`config.mk`:
```
export PLATFORM = sky130hd
export DESIGN_NAME = mem_lsu
export DESIGN_NICKNAME = d
export VERILOG_FILES = /design/src/rtl/mem_lsu.sv
export SDC_FILE = /design/constraint.sdc
export NUM_CORES = 1
export LEC_CHECK = 0
export CAP_MARGIN = 5
export CORE_MARGIN = 1.5
export CORE_UTILIZATION = 33
export CTS_CLUSTER_SIZE = 16
export DETAILED_ROUTE_END_ITERATION = 10
export PLACE_DENSITY = 0.69
export SLEW_MARGIN = 0
export SYNTH_ARGS = -nofsm -noshare
export SYNTH_HDL_FRONTEND = slang
export SYNTH_SLANG_ARGS = --single-unit
export TNS_END_PERCENT = 50
```
`constraint.sdc`:
```
create_clock -name clk -period 2.2 [get_ports clk]
set_clock_uncertainty 0.2 [all_clocks]
set_input_delay 0.44 -clock clk [delete_from_list [all_inputs] [get_ports clk]]
set_output_delay 0.44 -clock clk [all_outputs]
set_load 0.05 [all_outputs]
```
`src/rtl/mem_lsu.sv`:
```
// rtl/mem_lsu.sv - single-outstanding load/store unit with a fixed 2-cycle request-to-response latency.
// Optional feature: define LSU_RANGE_CHECK_EN to fault requests outside [MEM_BASE, MEM_BASE+MEM_BYTES).
module mem_lsu #(
  parameter logic [31:0] MEM_BASE  = 32'h0000_0000,
  parameter int          MEM_BYTES = 32768
) (
  input  logic        clk,
  input  logic        rst_n,
  input  logic        req_valid,
  output logic        req_ready,
  input  logic        req_we,
  input  logic [1:0]  req_size,
  input  logic        req_unsigned,
  input  logic [31:0] req_addr,
  input  logic [31:0] req_wdata,
  output logic        resp_valid,
  input  logic        resp_ready,
  output logic [31:0] resp_rdata,
  output logic [1:0]  resp_fault,
  output logic [14:0] mem_addr,
  output logic        mem_cs,
  output logic [1:0]  mem_op,
  output logic [31:0] mem_wdata,
  input  logic [31:0] mem_rdata
);

  typedef enum logic [1:0] {IDLE, ACCESS, RESP} state_t;

  state_t      state;
  logic        we_q;
  logic [1:0]  size_q;
  logic        uns_q;
  logic [1:0]  lane_q;
  logic [14:0] off_q;
  logic [31:0] wdata_q;
  logic [1:0]  fault_q;

  logic [14:0] off_in;
  logic        mis_in;
  logic        in_range;
  logic [1:0]  fault_in;

  assign off_in = req_addr[14:0] - MEM_BASE[14:0];

`ifdef LSU_RANGE_CHECK_EN
  logic [31:0] off_full;
  assign off_full = req_addr - MEM_BASE;
  assign in_range = (req_addr >= MEM_BASE) && (off_full < 32'(MEM_BYTES));
`else
  logic unused_cfg;
  assign unused_cfg = ^MEM_BYTES;
  assign in_range   = 1'b1;
`endif

  // Misalignment wins over the range check.
  always_comb begin
    mis_in = ((req_size == 2'b01) && req_addr[0]) ||
             ((req_size == 2'b10) && (req_addr[1:0] != 2'b00)) ||
             (req_size == 2'b11);
    fault_in = 2'b00;
    if (mis_in)
      fault_in = 2'b01;
    else if (!in_range)
      fault_in = 2'b10;
  end

  // RAM strobes are a pure decode of state so the access lands in the cycle after acceptance.
  assign mem_cs    = (state == ACCESS) && (fault_q == 2'b00);
  assign mem_addr  = mem_cs ? off_q : 15'd0;
  assign mem_op    = (mem_cs && we_q) ? (size_q + 2'd1) : 2'b00;
  assign mem_wdata = mem_cs ? wdata_q : 32'd0;

  logic [7:0]  byte_lane;
  logic [15:0] half_lane;
  logic [31:0] load_val;

  assign byte_lane = mem_rdata[{lane_q, 3'b000} +: 8];
  assign half_lane = mem_rdata[{lane_q[1], 4'b0000} +: 16];

  always_comb begin
    load_val = mem_rdata;
    case (size_q)
      2'b00:   load_val = {{24{byte_lane[7] & ~uns_q}}, byte_lane};
      2'b01:   load_val = {{16{half_lane[15] & ~uns_q}}, half_lane};
      default: load_val = mem_rdata;
    endcase
  end

  always_ff @(posedge clk or negedge rst_n) begin
    if (!rst_n) begin
      state      <= IDLE;
      req_ready  <= 1'b1;
      resp_valid <= 1'b0;
      resp_rdata <= 32'd0;
      resp_fault <= 2'b00;
      we_q       <= 1'b0;
      size_q     <= 2'b00;
      uns_q      <= 1'b0;
      lane_q     <= 2'b00;
      off_q      <= 15'd0;
      wdata_q    <= 32'd0;
      fault_q    <= 2'b00;
    end else begin
      case (state)
        IDLE: begin
          if (req_valid) begin
            we_q      <= req_we;
            size_q    <= req_size;
            uns_q     <= req_unsigned;
            lane_q    <= req_addr[1:0];
            off_q     <= off_in;
            wdata_q   <= req_wdata;
            fault_q   <= fault_in;
            req_ready <= 1'b0;
            state     <= ACCESS;
          end
        end
        ACCESS: begin
          resp_valid <= 1'b1;
          resp_fault <= fault_q;
          resp_rdata <= ((fault_q == 2'b00) && !we_q) ? load_val : 32'd0;
          state      <= RESP;
        end
        RESP: begin
          if (resp_ready) begin
            resp_valid <= 1'b0;
            resp_rdata <= 32'd0;
            resp_fault <= 2'b00;
            req_ready  <= 1'b1;
            state      <= IDLE;
          end
        end
        default: begin
          req_ready <= 1'b1;
          state     <= IDLE;
        end
      endcase
    end
  end

endmodule
```
* Yosys cells after proc, flatten, opt, wreduce, memory -nomap -nowiden
Index checks and enable logic that the tools add are counted.
Widths: inputs -> output; s select.
** Operators by class
- Add/sub/neg operators :: 1
- $mul :: 0
- Divide/modulo/power cells :: 0
- Order comparisons :: 0
- Equal/unequal tests :: 8
- Shift operators :: 2
- Muxes and demuxes :: 17
- Bitwise gates (word level) :: 4
- Reductions and logical operators :: 17
** Operators with widths (count)
- $pmux 32 s2 :: 2
- $mux 32 :: 3
- $shiftx 32x6->16 :: 1
- $shiftx 32x6->8 :: 1
- $mux 15 :: 1
- $eq 2x1->1 const B :: 3
- $eq 2x2->1 const B :: 3
- $logic_not 2->1 :: 3
- $mux 2 :: 3
- $pmux 2 s3 :: 1
- $reduce_and 2->1 :: 3
- $logic_and 1x1->1 :: 5
- $mux 1 :: 4
- $ne 2x2->1 const B :: 2
- $pmux 2 s2 :: 1
- $reduce_bool 2->1 :: 2
- $pmux 1 s3 :: 1
- $reduce_and 3->1 :: 1
- $add 2x1->2 const B :: 1
- $and 1x1->1 :: 2
- $logic_or 1x1->1 :: 2
- $not 1->1 :: 2
- $pmux 1 s2 :: 1
- $logic_not 1->1 :: 1
** Word-level totals
- Bits in registers :: 93
- Bits in latches :: 0
- RAM bits :: 0
- Memory bits (read-only) :: 0
- Output and inout port bits :: 86
- Word-level logic and storage cells :: 61
- Memories kept :: 0

* Depth between registers and ports, before layout
- Depth in word-level cells :: 5
- Depth in mapped cells :: 8
- Gate-level depth less buffers :: 6

* Worst setup path before layout
OpenSTA, ideal clock, no wires.
- Path kind :: register -> output
- From :: register state[1]
- To :: output mem_wdata[23]
- Arrival time :: 2.037 ns
- Required time :: 1.560 ns
- Path slack :: -0.477 ns
- Cell stages (with the launch flop) :: 5
- Buffers on the path :: 1
- Cell sequence :: dfrtp_1 -> and2b_1 -> nor2b_1 -> clkbuf_1 -> and2_1
** On the way
- Longest elaborated chain between the ends :: 3
** RTL lines
- from (decl) :: RTL line 29 : state_t state;
- from (signal assigned) :: RTL line 91 : state <= IDLE;
- from (signal assigned) :: RTL line 115 : state <= ACCESS;
- from (signal assigned) :: RTL line 122 : state <= RESP;
- $eq 2x1->1 :: RTL line 68 : assign mem_cs = (state == ACCESS) && (fault_q == 2'b00);
- $logic_and 1x1->1 :: RTL line 68
- via mem_cs :: RTL line 21 : output logic mem_cs,
- $mux 32 :: RTL line 71 : assign mem_wdata = mem_cs ? wdata_q : 32'd0;
- to (decl) :: RTL line 23 : output logic [31:0] mem_wdata,
The timed path passes the listed nets, and every way through them passes these cells.

* Final worst setup path
- From :: register state[1]
- To :: output mem_op[0]
** On the way
- Longest elaborated chain between the ends :: 4
** RTL lines
- $eq 2x1->1 :: RTL line 68
- $logic_and 1x1->1 :: RTL line 68
- $logic_and 1x1->1 :: RTL line 70 : assign mem_op = (mem_cs && we_q) ? (size_q + 2'd1) : 2'b00;
- $mux 2 :: RTL line 70
- to (decl) :: RTL line 22 : output logic [1:0] mem_op,
No other way between the ends.

==> metrics.yaml <==
setup_ws_ps: -183.5
run_status: "finished with violations"
tns_ps: -8059
dieArea_um2: 13150
slowest_stage: "dfrtp_1"
port_buffers: 171
postLayoutCellArea_um2: 7248
netlist_area_um2: 4116
ys.flop_type: "dfrtp_1"
diodes: 0
critPathMaxFanout: 7
grt_pass1_wl_um: 19540
crit_path_start: "state[1]$_DFFE_PN0P_"
die_w_um: 114.7
regToRegSetupSlack_ps: 180
postRouteWirelength_um: 12790
switchingPower_mw: 4.078
drt_iter0_drc: 211
reg2regPathDepth: 6
grt_max_degree: 90
synth_edf_count: 0
dp_hpwl_um: 9002
wl_per_cell_um: 17.79
rr_startpoint: "state[1]$_DFFE_PN0P_"
clkTransAtPathRegs_ps: 60
cp-start-kind: "flop"
powerDensity_nw_per_um2: 1359
finalSetupViolCount: 50
vias: 3563
initial_core_util: 0.3399
rows: 40
globalRoute.totalOverflow: 0
syn2layout_area_growth_pct: 76.08
nFillCells: 971
cts_tree: "built"
r2r_end: "resp_rdata[4]$_DFFE_PN0P_"
crit_end: "mem_op[0]"
synth_top_cell_by_area: "dfrtp_1"
worst_ep_arrival_time_ps: 1740
clk_latency_ps: 340
htreeDepth: 3
met2_usage: 0.3214
pin_count: 190
yosysSeqAreaShare: 0.5413
fin_crit_ps: 2383
antenna_found_initial: 0
placedCellCount: 694
drt_pass1_iterations: 4
critical_path.top_delay_family: "simple AND/OR/NAND/NOR gates"
leakagePower_nw: 3.156
grt_busiest_layer: "met2"
hold_class: "flop to flop"
syn_avg_cell_area_um2: 11.60
failed_checks: "negative setup slack"
critPathCaptureType: "primary output"
cts.sinks: 89
drc: 0
cpPeakStageDelay_ps: 400
drv_cap: 0
yosys-top-cells-area: "dfrtp_1, mux2_2, and2_1, a221o_2, a21oi_1"
cts_buffers: 9
netSwitchingFraction: 0.4139
final_layout_size_suffix_gt1_frac: 0.3938
place.gp.congestion: 0.8529
fin_util: 0.5985
tightest_slew_ps: 542.3
yosysTopAreaCellShare: 0.5350
grt_use_total: 0.1975
synth_most_common_cell: "dfrtp_1"
seqPwrFrac: 0.291
cp_cell_sequence: "and2b_1 > nor2b_4 > buf_12 > buf_12 > and3_4 > buf_12"
finalNonFillerCells: 719
p_comb_frac: 0.561
placed_cell_area_um2: 6689
cts_buffer_depth: 2
synth_warnings: 0
drv_slew: 0
p_total_mw: 9.852
synth_commonest_cells: "dfrtp_1, mux2_2, and2_1, nand2_1, nor2_1"
max_freq_ghz: 0.4196
fin_crit_sh: 1.083
slew_headroom: 0.6379
ys_types: 38
ir_drop_mv: 0.6653
core_area_um2: 12110
grtUsageMet3: 0.1027
via_per_inst: 4.955
cpMostUsedCell: "buf_12"
grt_setup_unrepaired: "yes"
grt_util_met1: 0.2207
crit_cells: 6
finalHoldViolCount: 0
intPower_mw: 5.774
root_buffer: "clkbuf_16"
detail-route-antenna-nets: 0
critPathBufInv: 3
crit_type: "flop to primary output"
grt_pass1_vias: 3746
syn_nets: 461
pwr-share-clk: 0.148
nNetsFinal: 652
ys_ff_latch: 89
cp_data_required_time_ps: 1560
async_flop_share: 1.000
synth_cells: 355
holdPathStages: 2
fp.dieH_um: 114.7
[worst min path at each step]
stage                          startpoint                          to  slack, ps
3_5_place_dp    resp_rdata[7]$_DFFE_PN0P_   resp_rdata[7]$_DFFE_PN0P_        280
5_1_grt           wdata_q[22]$_DFFE_PN0P_     wdata_q[22]$_DFFE_PN0P_        310
6_report        resp_rdata[7]$_DFFE_PN0P_   resp_rdata[7]$_DFFE_PN0P_        290
2_1_floorplan                       rst_n      fault_q[0]$_DFFE_PN0P_        -60
4_1_cts         resp_rdata[7]$_DFFE_PN0P_   resp_rdata[7]$_DFFE_PN0P_        300
3_3_place_gp   resp_rdata[11]$_DFFE_PN0P_  resp_rdata[11]$_DFFE_PN0P_        270
[kinds of logic after synthesis]
kind of cell               after synthesis  share of synthesized area
AOI/OAI and AO/OA                       70                     0.1280
adders and majority gates                2                   0.006078
buffers and inverters                   27                    0.03070
DFF                                     89                     0.5413
muxes                                   58                     0.1559
other                                    1                  0.0009110
and+or+nand+nor                        108                     0.1371
[sequential cells by signal, summed over array words and instances, names as in the netlist]
name / count
fault_q: 1
size_q: 2
req_ready: 1
resp_fault: 1
we_q: 1
uns_q: 1
state: 2
resp_rdata: 32
lane_q: 1
off_q: 14
resp_valid: 1
wdata_q: 32
[worst reg2reg max path: stages (launching register included)]
cell,delay [ps]
dfrtp_1,400
or4b_4,600
buf_4,170
a211oi_2,210
buf_4,190
a22oi_1,80
o21ai_0,80
[final cells by class]
type | count | area (µm²) | share of cell area
clock buffers | 12 | 256.5 | 0.03539
clock inverters | 4 | 27.53 | 0.003798
inverters | 4 | 15.01 | 0.002071
multi-input cells | 239 | 1906 | 0.2629
flip-flops and latches | 89 | 2228 | 0.3074
well taps | 168 | 210.2 | 0.02900
repair buffers | 203 | 2605 | 0.3594
[cells in the final DEF, fill, tap and decap left out, types with 2 or more instances in the layout]
cell	instances
dfrtp_1	88
o31ai_1	7
inv_1	4
buf_12	56
and3_4	2
o21ai_0	13
dlymetal6s2s_1	6
clkinv_2	2
clkbuf_8	2
buf_16	3
buf_4	28
mux2i_1	9
a22oi_1	7
a21oi_1	17
nand2b_1	4
mux2_2	49
a221o_2	10
nor3_1	2
and2_1	3
clkdlybuf4s50_1	108
clkbuf_16	10
nor2_1	21
nor2b_1	2
a221o_1	6
clkinv_4	2
and2_4	43
nand2_1	24
[stage by stage]
stage	hold WS, ps	worst slack, ps
after floorplan	-55.59	-16.60
after global placement	269.5	-119.9
after detailed placement	282.2	-191.6
after CTS	296.0	-191.3
after global routing	310.3	-243.4
final	287.9	-183.5
[metal layers]
metal,wire length (µm),vias to the layer above,part of all wire
li1,-,1634,-
met4,204,0,0.016
met5,0,-,0
met2,6011,170,0.47
met3,1635,15,0.13
met1,4940,1744,0.39
[power by group through the flow]
stage	sequential (mW)	combinational (mW)	clock, mW
detailed placement	2.85	5.25	0
global placement	2.81	5.14	0
global route	2.96	5.82	1.57
CTS	2.86	5.51	1.51
floorplan	3.61	2.31	0
finish	2.87	5.53	1.46
[repair_timing]
item / in CTS / in global routing
endpoints found under the hold margin: 88 / 0
cloned: 3 / 1
hold buffers: 1 / 0
pin swaps: 23 / 14
buffers inserted: 2 / 2
resized for setup: 43 / 14
setup endpoints to repair: 49 / 75
No activity file was read; power rests on OpenSTA's default activity.
